[config.mk]
export PLATFORM = sky130hd
export DESIGN_NAME = event_encoder
export DESIGN_NICKNAME = d
export VERILOG_FILES = /design/src/rtl/event_encoder.sv
export SDC_FILE = /design/constraint.sdc
export NUM_CORES = 1
export LEC_CHECK = 0
export BUFFER_PORTS_ARGS = -buffer_cell sky130_fd_sc_hd__buf_2
export CORE_MARGIN = 2
export CORE_UTILIZATION = 50
export CTS_BUF_LIST = sky130_fd_sc_hd__clkbuf_4 sky130_fd_sc_hd__clkbuf_8
export CTS_CLUSTER_DIAMETER = 30
export DETAILED_ROUTE_END_ITERATION = 16
export PLACE_DENSITY = 0.78
export SKIP_LAST_GASP = 1
export SYNTH_ARGS = -nofsm -noshare
export SYNTH_HDL_FRONTEND = slang
export SYNTH_SLANG_ARGS = --single-unit
[constraint.sdc]
create_clock -name clk -period 2.81 [get_ports clk]
set_clock_uncertainty 0.15 [all_clocks]
set_input_delay 0 -clock clk [delete_from_list [all_inputs] [get_ports clk]]
set_output_delay 0 -clock clk [all_outputs]
set_load 0.02 [all_outputs]
[src/rtl/event_encoder.sv]
// Purpose : capture rising edges on 8 request lines and emit one 3-bit index per event.
// Latency : req rises in cycle N -> valid=1 with its code in cycle N+2; one IDLE bubble after each accept.
// Backpr. : code/valid are held while ready=0; new edges keep accumulating in pending, and an edge on an already-pending bit sets ovf.
//
// Ports:
//   clk      system clock, rising edge
//   rst      synchronous active-high reset
//   req      8 level request lines; a 0->1 transition creates an event
//   code     index of the offered event (meaningful while valid=1)
//   valid    an event is being offered
//   ready    consumer accepts; handshake on valid & ready
//   pending  registered pending-event mask
//   ovf      sticky lost-event flag, cleared only by rst
module event_encoder #(
    parameter bit ROUND_ROBIN = 1'b0
) (
    input  logic       clk,
    input  logic       rst,
    input  logic [7:0] req,
    output logic [2:0] code,
    output logic       valid,
    input  logic       ready,
    output logic [7:0] pending,
    output logic       ovf
);

    typedef enum logic [0:0] {
        IDLE  = 1'b0,
        OFFER = 1'b1
    } state_t;

    state_t     state;
    state_t     state_nxt;
    logic [7:0] req_q;
    logic [7:0] req_edge;
    logic [7:0] ack_mask;
    logic       hs;
    logic [2:0] ptr;
    logic [2:0] ptr_nxt;
    logic [2:0] code_nxt;
    logic [2:0] base;
    logic [2:0] sel_idx;

    assign valid    = (state == OFFER);
    assign hs       = valid & ready;
    assign req_edge = req & ~req_q;
    assign ack_mask = hs ? (8'b1 << code) : 8'b0;
    assign base     = ROUND_ROBIN ? ptr : 3'd0;

    // First set bit of pending scanning upward from base, wrapping 7->0.
    // Only consulted in IDLE when pending is non-zero, so the all-zero
    // default never gets loaded into code.
    always_comb begin
        sel_idx = 3'd0;
        for (int i = 7; i >= 0; i--) begin
            if (pending[base + 3'(i)]) begin
                sel_idx = base + 3'(i);
            end
        end
    end

    always_comb begin
        state_nxt = state;
        code_nxt  = code;
        ptr_nxt   = ptr;
        case (state)
            IDLE: begin
                if (|pending) begin
                    code_nxt  = sel_idx;
                    state_nxt = OFFER;
                end
            end
            OFFER: begin
                if (ready) begin
                    state_nxt = IDLE;
                    if (ROUND_ROBIN) begin
                        ptr_nxt = code + 3'd1;
                    end
                end
            end
            default: state_nxt = IDLE;
        endcase
    end

    always_ff @(posedge clk) begin
        // req_q follows req even during reset so lines already high at
        // release are treated as old levels, not new events.
        req_q <= req;
        if (rst) begin
            state   <= IDLE;
            code    <= 3'd0;
            ptr     <= 3'd0;
            pending <= 8'h00;
            ovf     <= 1'b0;
        end else begin
            state   <= state_nxt;
            code    <= code_nxt;
            ptr     <= ptr_nxt;
            // An edge on a bit being acknowledged this cycle is a fresh
            // event, not a lost one, so the ack is masked out of ovf.
            pending <= (pending & ~ack_mask) | req_edge;
            if (|(req_edge & pending & ~ack_mask)) begin
                ovf <= 1'b1;
            end
        end
    end

endmodule

==> summary.md <==
| Metric | Value |
|---|---|
| Status | finished clean |
| Synth area leader | dfxtp_1 |
| Clock-pin slew on the worst setup and hold paths | between 0.1 and 0.15 ns |
| Setup ws final | about 0.87 ns |
| Register bit count reported by yosys | 21 |
| Core area | approximately 1500 um2 |
| Share of layout cells above drive strength 1 | between 20% and 30% |
| Antenna diodes | 0 |
| Setup-failing EPs final | 0 |
| Syn Nets | 100 |
| Critical Path Start Type | flop |
| Dpl cell area | 918 um2 |
| Clock buffer depth | 2 |
| DR WL/cell | 12.1 um |
| Via/cell ratio | 5.37 |
| Place WS | 1.18 ns |
| Worst Path Arrival | 1.99 ns |
| H-tree depth | 1 |
| Clock root buffer | clkbuf_4 |
| Syn. warnings | 0 |
| Total CTS buffers | 3 |
| Fmax | 514 MHz |
| Final Hold Fails | 0 |
| Tcrit/Tclk final | 69.2% |
| Initial cell density of the core | 52.9% |
| Initial DRC count | 13 |
| Via count | ~760 |
| Post-DP HPWL | 1.23 mm |
| Yosys cell types | 25 |
| Hold-fix buffers, CTS | 11 |
| Most common cell in the netlist | dfxtp_1 |
| Drt drc | 0 |
| Sequential share of the synthesized area | a little over half |
| Post-synth ARST share | 0% |
| Antenna Nets Post-Route | 0 |
| Setup Total Neg Slack | 0 ns |
| Pin count of the biggest net entering global routing | 15 |
| Primary FF master, synth | dfxtp_1 |
| GRT Residual Overflow | 0 |
| I/O Buffers | 23 |
| GRT Total Usage | 19.6% |
| Final wirelength | between 1.5 and 2 mm |
| Rel. slew slack | 74.1% |
| Pwr Density | about 580 nW/um2 |
| Clk sinks | 21 |
| First-pass GRT wire length | 2.84 mm |
| Initial antenna violation count | 0 |
| Cts repair resizes | 0 |
| Post-Layout Inst Area | 1060 um2 |
| Area Overhead vs Synth | 34.5% |
| Min Tclk post-route | 1.94 ns |
| Layout Utilization | 71.1% |
| Vias in the first global route | 699 |
| Placed cell count | 127 |
| Worst-Skew Late Latency | 0.29 ns |
| Leak pwr | 0.464 nW |
| Synthesized cell area | roughly 800 um2 |
| Num rows | 14 |
| Final cell count without fillers | 142 |
| Average size of a mapped cell | 8.84 um2 |
| Post-synth top area share | a little over half |
| Final #Nets | between 100 and 150 |
| Postcts setup bufs | 0 |
| Area contributors post-synth | dfxtp_1 (53%), a21oi_1 (7.0%), nand2_1 (6.7%) |
| GPL Wtd Cong | approximately 0.85 |
| Worst VDD drop | a little over 0.4 mV |
| CP Capture Type | flop |
| Final Max Slew Viols | 0 |
| Overall power | 0.609 mW |
| WS Path Type | reg -> reg |
| Number of max-cap violations | 0 |
| Hold slack | around 0.2 ns |
| RSZ-0062 raised after global routing | false |
| Worst hold path type | in -> reg |
| Slew @ Worst Pin | 0.384 ns |
| Gate Count Post-Synth | just under 90 |
| Post-synth EDFFs | 0 |
| Die H | 43.7 um |
| IO Count | 24 |
| CTS tree | yes |
| Die width | between 40 and 50 um |
| Detailed Routing Iterations Pass 1 | 4 |
| Worst Path Required | 2.85 ns |
| Synth cell count leaders | dfxtp_1 (21), nand2_1 (14), a21oi_1 (11), nand2b_1 (7), nor2_1 (7) |
| CP max FO | 5 |
| Die area | 1910 um2 |
## registers in the layout (all words and copies together) (netlist names)
register and count:
pending 8, req_q 8, code 3, ovf 1, valid 1
## critical path: stages, from the launching register on
cell and delay (ns):
dfxtp_1 0.37, nor4_1 0.41, nand2_1 0.16, nor2_1 0.13, a211oi_1 0.05, dlygate4sd3_1 0.57
## final cells by class
class / instances / area, um2
fillers: 113 / 430
repair buffers: 34 / 225
well taps: 16 / 20.0
flip-flops and latches: 21 / 420
clock buffers: 4 / 30.0
multi-input cells: 64 / 352
inverters: 3 / 11.3
## power by group
part | total [mW] | leakage [nW] | internal (mW) | switching, mW
clock network | 0.150 | 0.0184 | 0.0648 | 0.0848
logic | 0.117 | 0.270 | 0.0537 | 0.0635
registers | 0.343 | 0.175 | 0.320 | 0.0225
total | 0.609 | 0.464 | 0.439 | 0.171
## cells in the final DEF (no fill, tap or decap), drive strengths merged, types with 2 or more instances in the layout
cell         netlist  final
inv                3      3
nand2b             8      8
a21oi             11     11
dlygate4sd3        0     11
nand2             15     15
nor3               3      3
nor4               2      2
nor2b              2      2
o22ai              3      3
buf                0     23
clkbuf             1      4
nand3              2      2
nor2               7      7
dfxtp             21     21
## cell families after synthesis
family | after synthesis | share of synthesized area [%]
and+or+nand+nor | 44 | 29.4
DFF | 21 | 53.4
buffers and inverters | 4 | 1.91
AOI/OAI and AO/OA | 20 | 15.3
## path summary, 6_finish.rpt
| path | startpoint | end | slack [ns] | cells after the start |
|---|---|---|---|---|
| worst max-delay path | pending[3] | valid | 0.87 | 5 |
| worst min-delay path | req[3] | req_q[3] | 0.20 | 2 |
| worst max register to register | pending[3] | valid | 0.87 | 5 |
| worst min register to register | req_q[0] | pending[0] | 0.37 | 2 |
## routing by layer
metal  global-route usage [%]  vias up  wire length (um)
met5                        0        -                 0
met4                     6.67        0                 0
met3                     2.50        0                86
met2                     32.9       25               864
met1                     25.9      353               773
li1                         -      384                 -
Power figures use the tool's default switching activity.
